===== src/rtl/vc_packet_ctrl_if.sv =====
// ---------------------------------------------------------------------------
// vc_packet_ctrl_if: VC-buffer, allocator and pop signals of one packet controller.
// Rev 1.0
// ---------------------------------------------------------------------------
`default_nettype none

interface vc_packet_ctrl_if #(
  parameter int VC_NUM = 2
);
  localparam int VC_SIZE = (VC_NUM > 1) ? $clog2(VC_NUM) : 1;

  logic               is_empty_i;
  logic [1:0]         head_label_i;
  logic               downstream_on_i;
  logic               va_req_o;
  logic               va_grant_i;
  logic [VC_SIZE-1:0] va_vc_i;
  logic               sa_req_o;
  logic               sa_grant_i;
  logic               read_o;

  // Controller side: consumes buffer/allocator status, drives requests and pop.
  modport master (
    input  is_empty_i, head_label_i, downstream_on_i,
    input  va_grant_i, va_vc_i, sa_grant_i,
    output va_req_o, sa_req_o, read_o
  );

  modport slave (
    output is_empty_i, head_label_i, downstream_on_i,
    output va_grant_i, va_vc_i, sa_grant_i,
    input  va_req_o, sa_req_o, read_o
  );
endinterface

`default_nettype wire


===== src/rtl/vc_packet_ctrl.sv =====
// ---------------------------------------------------------------------------
// vc_packet_ctrl: per-VC packet VA/SA sequencing and buffer pop control.
// Optional malformed-packet checking enabled by defining VC_PKT_CHECK_EN.
// Rev 1.0
// ---------------------------------------------------------------------------
`default_nettype none

module vc_packet_ctrl #(
  parameter int VC_NUM    = 2,
  parameter int CNT_WIDTH = 8
) (
  input  wire logic                          clk,
  input  wire logic                          rst,
  vc_packet_ctrl_if.master                   bus,
  output logic [((VC_NUM > 1) ? $clog2(VC_NUM) : 1)-1:0] vc_o,
  output logic [CNT_WIDTH-1:0]               flit_cnt_o,
  output logic [1:0]                         state_o,
  output logic                               error_o
);
  localparam int VC_SIZE = (VC_NUM > 1) ? $clog2(VC_NUM) : 1;

  localparam logic [1:0] LBL_HEAD     = 2'd0;
  localparam logic [1:0] LBL_TAIL     = 2'd2;
  localparam logic [1:0] LBL_HEADTAIL = 2'd3;

  localparam logic [1:0] ST_IDLE   = 2'd0;
  localparam logic [1:0] ST_VA     = 2'd1;
  localparam logic [1:0] ST_ACTIVE = 2'd2;

  logic [1:0]           state_q, state_d;
  logic [VC_SIZE-1:0]   vc_q, vc_d;
  logic [CNT_WIDTH-1:0] cnt_q, cnt_d;
  logic                 err_q, err_d;

  logic va_req, sa_req, pop, discard;
  logic is_start, is_end;

  assign is_start = (bus.head_label_i == LBL_HEAD) || (bus.head_label_i == LBL_HEADTAIL);
  assign is_end   = (bus.head_label_i == LBL_TAIL) || (bus.head_label_i == LBL_HEADTAIL);

  always_ff @(posedge clk) begin
    if (!rst) begin
      state_q <= ST_IDLE;
      vc_q    <= '0;
      cnt_q   <= '0;
      err_q   <= 1'b0;
    end else begin
      state_q <= state_d;
      vc_q    <= vc_d;
      cnt_q   <= cnt_d;
      err_q   <= err_d;
    end
  end

  always_comb begin
    state_d = state_q;
    vc_d    = vc_q;
    cnt_d   = cnt_q;
    case (state_q)
      ST_IDLE: begin
`ifdef VC_PKT_CHECK_EN
        if (!bus.is_empty_i && is_start) begin
`else
        if (!bus.is_empty_i) begin
`endif
          state_d = ST_VA;
          cnt_d   = '0;
        end
      end
      ST_VA: begin
        if (bus.va_grant_i) begin
          vc_d    = bus.va_vc_i;
          state_d = ST_ACTIVE;
        end
      end
      ST_ACTIVE: begin
        if (pop) begin
          if (cnt_q != {CNT_WIDTH{1'b1}}) begin
            cnt_d = cnt_q + {{(CNT_WIDTH-1){1'b0}}, 1'b1};
          end
          if (is_end) begin
            state_d = ST_IDLE;
          end
        end
      end
      default: state_d = ST_IDLE;
    endcase
  end

  // Requests and pops are gated by rst so nothing leaks out while reset is held.
  always_comb begin
    va_req  = 1'b0;
    sa_req  = 1'b0;
    pop     = 1'b0;
    discard = 1'b0;
    if (rst) begin
      case (state_q)
        ST_VA: va_req = 1'b1;
        ST_ACTIVE: begin
          sa_req = ~bus.is_empty_i & bus.downstream_on_i;
          pop    = sa_req & bus.sa_grant_i;
        end
`ifdef VC_PKT_CHECK_EN
        ST_IDLE: discard = ~bus.is_empty_i & ~is_start;
`endif
        default: ;
      endcase
    end
  end

`ifdef VC_PKT_CHECK_EN
  // A head-labelled flit popped after the first one means the upstream packet was truncated.
  assign err_d = err_q | discard | (pop & (cnt_q != '0) & is_start);
`else
  assign err_d = 1'b0;
`endif

  assign bus.va_req_o = va_req;
  assign bus.sa_req_o = sa_req;
  assign bus.read_o   = pop | discard;
  assign vc_o         = vc_q;
  assign flit_cnt_o   = cnt_q;
  assign state_o      = state_q;
  assign error_o      = err_q;

endmodule

`default_nettype wire


===== src/flat_wrapper.sv =====
// flat-port wrapper written by rule: the top's interface ports become plain ports
module vc_packet_ctrl_flat 
#(
  parameter int VC_NUM    = 2,
  parameter int CNT_WIDTH = 8
)
  (clk, rst, vc_o, flit_cnt_o, state_o, error_o, bus_is_empty_i, bus_head_label_i, bus_downstream_on_i, bus_va_grant_i, bus_va_vc_i, bus_sa_grant_i, bus_va_req_o, bus_sa_req_o, bus_read_o);
  vc_packet_ctrl_if #(.VC_NUM(VC_NUM)) bus_i ();
  input  wire logic clk;
  input  wire logic rst;
  output logic [((VC_NUM > 1) ? $clog2(VC_NUM) : 1)-1:0] vc_o;
  output logic [CNT_WIDTH-1:0] flit_cnt_o;
  output logic [1:0] state_o;
  output logic error_o;
  input wire logic [$bits(bus_i.is_empty_i)-1:0] bus_is_empty_i;
  input wire logic [$bits(bus_i.head_label_i)-1:0] bus_head_label_i;
  input wire logic [$bits(bus_i.downstream_on_i)-1:0] bus_downstream_on_i;
  input wire logic [$bits(bus_i.va_grant_i)-1:0] bus_va_grant_i;
  input wire logic [$bits(bus_i.va_vc_i)-1:0] bus_va_vc_i;
  input wire logic [$bits(bus_i.sa_grant_i)-1:0] bus_sa_grant_i;
  output wire logic [$bits(bus_i.va_req_o)-1:0] bus_va_req_o;
  output wire logic [$bits(bus_i.sa_req_o)-1:0] bus_sa_req_o;
  output wire logic [$bits(bus_i.read_o)-1:0] bus_read_o;
  assign bus_i.is_empty_i = bus_is_empty_i;
  assign bus_i.head_label_i = bus_head_label_i;
  assign bus_i.downstream_on_i = bus_downstream_on_i;
  assign bus_i.va_grant_i = bus_va_grant_i;
  assign bus_i.va_vc_i = bus_va_vc_i;
  assign bus_i.sa_grant_i = bus_sa_grant_i;
  assign bus_va_req_o = bus_i.va_req_o;
  assign bus_sa_req_o = bus_i.sa_req_o;
  assign bus_read_o = bus_i.read_o;
  vc_packet_ctrl #(.VC_NUM(VC_NUM), .CNT_WIDTH(CNT_WIDTH)) u_core (.clk(clk), .rst(rst), .bus(bus_i), .vc_o(vc_o), .flit_cnt_o(flit_cnt_o), .state_o(state_o), .error_o(error_o));
endmodule

===== config.mk =====
export PLATFORM = sky130hd
export DESIGN_NAME = vc_packet_ctrl_flat
export DESIGN_NICKNAME = d
export VERILOG_FILES = /design/src/rtl/vc_packet_ctrl_if.sv /design/src/rtl/vc_packet_ctrl.sv /design/src/flat_wrapper.sv
export SDC_FILE = /design/constraint.sdc
export NUM_CORES = 1
export LEC_CHECK = 0
export CORE_MARGIN = 1
export CORE_UTILIZATION = 44
export CTS_CLUSTER_DIAMETER = 100
export DETAILED_ROUTE_END_ITERATION = 8
export PLACE_DENSITY = 0.81
export SYNTH_ARGS = -nofsm -noshare
export SYNTH_HDL_FRONTEND = slang
export SYNTH_SLANG_ARGS = --single-unit

===== constraint.sdc =====
create_clock -name clk -period 2.9 [get_ports clk]
set_clock_uncertainty 0.1 [all_clocks]
set_input_delay 0.29 -clock clk [delete_from_list [all_inputs] [get_ports clk]]
set_output_delay 0.29 -clock clk [all_outputs]
set_load 0.02 [all_outputs]

Yosys cells after proc, flatten, opt, wreduce, memory -nomap -nowiden
Cells that the tools add are included.
{ "totals": {"regBits": 11, "inputBits": 9, "out_inout_bits": 15, "wordCells": 38} }
{ "classes": {"add_sub_neg": 1, "eq_ne": 10, "muxes": 15, "n_bitwise": 3, "reduce_logical": 6} }
{ "op_table": {"columns": ["cell", "n"], "rows": [
  ["8-bit 2-to-1 mux", 3],
  ["8-bit case mux with 2 select lines", 1],
  ["8-bit by 1-bit adder with 8-bit output, second input constant", 1],
  ["2-bit 2-to-1 mux", 4],
  ["8-bit != test, second input constant", 1],
  ["4-bit AND reduction", 2],
  ["2-bit == test, second input constant", 3],
  ["1-bit 2-to-1 mux", 6],
  ["2-bit != test, second input constant", 3],
  ["2-bit case mux with 3 select lines", 1],
  ["2-bit by 1-bit != test with 1-bit output, second input constant", 2],
  ["1-bit bitwise AND", 2],
  ["2-bit by 1-bit == test with 1-bit output, second input constant", 1],
  ["2-bit zero test", 1],
  ["2-bit AND reduction", 1],
  ["2-bit nonzero test", 1],
  ["1-bit logical OR", 1],
  ["1-bit NOT", 1]
]} }

Logic depth before layout (Yosys ltp)
{ "depth": {"word_depth": 7, "ltp_mapped": 6, "ltp_nobuf": 5} }

Worst setup path before layout
OpenSTA, ideal clock, no wires.
{ "synth_timing": {"kind": "register to register", "start": "register u_core.cnt_q[0] (netlist: u_core.flit_cnt_o[0])", "end": "register u_core.cnt_q[6] (netlist: u_core.flit_cnt_o[6])", "setup_time_ns": 0.120, "arrival_time_ns": 1.650, "required_time_ns": 2.680, "slack_ns": 1.031, "stages_incl_launch_ff": 6, "path_buffers": 0, "period_less_slack_ns": 1.869, "path_cell_list": "dfxtp_1 > ha_1 > and3_4 > a311o_2 > and3_1 > a211o_1"} }
{ "synth_via": {"elab_chain_len": 4, "word_cells_on_any_way": 7, "classes_between": "add/sub (1); eq/ne (2); mux (3); reduce/logical (1)"} }
{ "synth_rtl": {"columns": ["element", "line_no", "source"], "rows": [
  ["from (decl)", "vc_packet_ctrl.sv:32", "logic [CNT_WIDTH-1:0] cnt_q, cnt_d;"],
  ["from (signal assigned)", "vc_packet_ctrl.sv:50", "cnt_q <= cnt_d;"],
  ["8-bit by 1-bit adder with 8-bit output", "vc_packet_ctrl.sv:79", "cnt_d = cnt_q + {{(CNT_WIDTH-1){1'b0}}, 1'b1};"],
  ["8-bit 2-to-1 mux", "vc_packet_ctrl.sv:78", "if (cnt_q != {CNT_WIDTH{1'b1}}) begin"],
  ["8-bit 2-to-1 mux", "vc_packet_ctrl.sv:77", "if (pop) begin"],
  ["8-bit case mux with 2 select lines", "vc_packet_ctrl.sv:59", "case (state_q)"]
]} }
Several ways; a longest one is shown, not always the timed one. The select of a mux whose other input is x is not followed.
A chain may end at the register's enable or synchronous reset.

Final worst setup path
{ "layout_timing": {"start": "input rst", "end": "output bus_read_o"} }
{ "layout_via": {"elab_chain_len": 1} }
{ "layout_rtl": {"columns": ["element", "line_no", "source"], "rows": [
  ["from (decl)", "flat_wrapper.sv:10", "input wire logic rst;"],
  ["1-bit 2-to-1 mux", "vc_packet_ctrl.sv:96", "if (rst) begin"],
  ["to (decl)", "flat_wrapper.sv:23", "output wire logic [$bits(bus_i.read_o)-1:0] bus_read_o;"]
]} }
No other way between the ends.

==> out/qor.txt <==
final period utilization: 87.5%
antenna cell count: 0
Critical Path Source: rst
post-CTS resize count: 0
cell occurring most often along the worst timing path: sky130_fd_sc_hd__clkdlybuf4s50_1
Reg clk slew, reported paths: 80 ps
Port Buffers: 21
kind of critical path: primary input to primary output
Hold Path Class: flop to flop
number of antenna-violating nets in the routed design: 0
number of nets in the final layout: 105
total routed wire length on the met1 layer: 610 um
sequential fraction of the synthesis area: 36.7%
Highest Signal Layer: met4
multi-input gate area in the final layout: 347 um^2
net switching share of the total power: 25.4%
Post-Place Cells: 104
main flop type after synthesis: sky130_fd_sc_hd__dfxtp_1
data arrival time of the critical path: 2150 ps
CP peak stage delay: 630 ps
syn avg cell area: 8.34 um^2
worst IR drop on VDD: 242 uV
global-route wire length before repair: 2.13 mm
total via count after detailed routing: 636
Syn-to-layout area delta: 39.4%
Final setup violation count: 0
count of yosys warnings during synthesis: 0
sequential fraction of design power: 51.9%
unrepaired setup endpoints after global routing: no
post-synth cell types: 32
number of top-level pins: 24
time the final worst path needs with I/O delays and setup: 2540 ps
number of global-route vias before repair: 491
cell row count: 12
TritonRoute pass-1 iters: 4
Internal Power: 228 uW
H-tree lvl count: 1
area enclosed by the die boundary: 0.00152 mm^2
Final Hold Viols: 0
setup TNS: 0 ps
reg2reg path depth: 5
overall routed net length: 1.38 mm
crit path capture type: primary output
share of layout cells above drive strength 1: 8.51%
Leakage Power: 0.330 nW
Remaining Overflow, GRT: 0
number of buffers inserted to repair setup after CTS: 0
dominant cell type by area after synthesis: sky130_fd_sc_hd__dfxtp_1
drt first-iter violations: 24
all-layer global routing usage: 21.2%
CP endpoint: bus_read_o
CP cell instances: clkdlybuf4s50_1 > and3b_1 > nand2_1 > inv_1 > clkdlybuf4s50_1
wire length on met3: 92 um
non-filler instance count after layout: 108
Placer Congestion: 0.771
critical path peak fanout: 6
antenna violations before repair: 0
area inside the core boundary: 0.00119 mm^2
synth cell count leaders: sky130_fd_sc_hd__dfxtp_1 (11), sky130_fd_sc_hd__nand3_1 (9), sky130_fd_sc_hd__nand2_1 (5)
synthesis-stage register bit count: 11
Maximum Capacitance Violations: 0
TritonCTS clock tree: done
flop-to-flop setup slack: 1000 ps
residual DRC count: 0
top-area cell type share of the netlist area: 36.7%
Slew Limit Fails: 0
clock share of power: 34.1%
cell types occupying the most area after synthesis: sky130_fd_sc_hd__dfxtp_1 (37%), sky130_fd_sc_hd__nand3_1 (7.5%), sky130_fd_sc_hd__and3_1 (4.2%)
status: complete, no violations
post-DP HPWL: 1.02 mm
hold buffer count at cts: 0
cell at the root of the clock tree: sky130_fd_sc_hd__clkbuf_4
slowest library cell on the worst path: sky130_fd_sc_hd__clkdlybuf4s50_1
Async SR Flop Fraction: 0%
reported net switching power: 77.7 uW
clock latency of the later-clocked register in the worst-skew pair: 270 ps
Fillers: 113
start of the worst register-to-register path: u_core.flit_cnt_o[0]$_SDFFE_PN0P_
overall die height: 38.9 um
number of clock buffers inserted by TritonCTS: 3
pin count of the biggest net entering global routing: 11
startpoint type of the worst setup path: primary input
Clock Tree Buf Depth: 2
area used by sequential logic in the layout: 220 um^2
number of sinks driven by the clock tree: 11
CP Data Required Time: 2510 ps
maximum clock frequency: 394 MHz
combinational group share of total power: 14.0%
Mapped Area: 601 um^2
starting utilization of the core area: 50.6%
total power consumption of the routed design: 305 uW
vias per cell: 5.89
detailed-route wire length per cell: 12.8 um
gate count of the mapped netlist: 72
routed wire length on met2: 666 um
most common cell in the synthesized netlist: sky130_fd_sc_hd__dfxtp_1
reg2reg end: u_core.flit_cnt_o[6]$_SDFFE_PN0P_
x dimension of the die: 38.9 um
Post-Synthesis Net Count: 82
number of synthesized flops with an enable pin: 0
power per unit of standard cell area: 365 mW/mm^2
## metal layers
metal  global-route usage, %  up-vias
met1                    23.6      296
met5                       0        -
met3                    9.83        2
met2                    35.8       24
met4                    6.03        0
li1                        -      314
## power groups by stage
stage / Clock [mW] / Sequential (mW) / Combinational (mW)
floorplan: 0 / 0.165 / 0.0189
global placement: 0 / 0.162 / 0.0420
detailed placement: 0 / 0.162 / 0.0424
CTS: 0.107 / 0.159 / 0.0428
global route: 0.117 / 0.160 / 0.0457
finish: 0.104 / 0.159 / 0.0426
## through the flow
stage	setup WS (ps)	hold WS (ps)	cell area, um^2	util (%)
global placement	468	390	810	68.2
finish	362	404	837	70.6
floorplan	1030	308	601	-
detailed placement	405	394	810	68.2
CTS	384	406	837	70.6
global route	286	461	837	70.6
## layout by cell type (no fill, tap or decap), types with 2 or more instances in the layout
master                            synthesis  layout
sky130_fd_sc_hd__a21oi_1                  4       4
sky130_fd_sc_hd__a31oi_1                  3       3
sky130_fd_sc_hd__and3_1                   4       4
sky130_fd_sc_hd__and3b_1                  2       2
sky130_fd_sc_hd__clkbuf_4                 0       3
sky130_fd_sc_hd__clkdlybuf4s50_1          0      21
sky130_fd_sc_hd__dfxtp_1                 11      11
sky130_fd_sc_hd__inv_1                    4       4
sky130_fd_sc_hd__nand2_1                  5       5
sky130_fd_sc_hd__nand3_1                  9       9
sky130_fd_sc_hd__nand3b_1                 3       3
sky130_fd_sc_hd__nor3_1                   2       2
sky130_fd_sc_hd__nor3b_1                  2       2
sky130_fd_sc_hd__o21ai_0                  2       2
## cells by family after synthesis
logic type	synth area share [%]
simple gates	33.8
mux	1.67
flops	36.7
buf+inv	5.62
other cells	0.624
fa+ha+maj	2.08
compound gates	19.6
## how the worst min path moves through the flow
stage | start | end | depth (start not counted)
floorplan | bus_va_grant_i | u_core.state_o[0]$_SDFFE_PN0P_ | 1
global placement | u_core.vc_o$_SDFFE_PN0P_ | u_core.vc_o$_SDFFE_PN0P_ | 2
detailed placement | u_core.flit_cnt_o[1]$_SDFFE_PN0P_ | u_core.flit_cnt_o[1]$_SDFFE_PN0P_ | 2
CTS | u_core.flit_cnt_o[1]$_SDFFE_PN0P_ | u_core.flit_cnt_o[1]$_SDFFE_PN0P_ | 2
global route | u_core.flit_cnt_o[1]$_SDFFE_PN0P_ | u_core.flit_cnt_o[1]$_SDFFE_PN0P_ | 2
finish | u_core.flit_cnt_o[1]$_SDFFE_PN0P_ | u_core.flit_cnt_o[1]$_SDFFE_PN0P_ | 2
## sequential cells by signal, summed over array words and instances, names as in the netlist
name and flops:
u_core.flit_cnt_o 8, u_core.state_o 2, u_core.vc_o 1
## critical path: cells and delay by family
| family | cells | cell delay [ps] |
|---|---|---|
| buffers and inverters | 3 | 1380 |
| and+or+nand+nor | 2 | 480 |
## final cells by class
type,count,area share [%]
well taps,14,2.09
flip-flops and latches,11,26.3
inverters,4,1.79
multi-input cells,54,41.4
clock buffers,3,2.69
repair buffers,21,25.1
clock inverters,1,0.598
No activity file was read; power rests on OpenSTA's default activity.
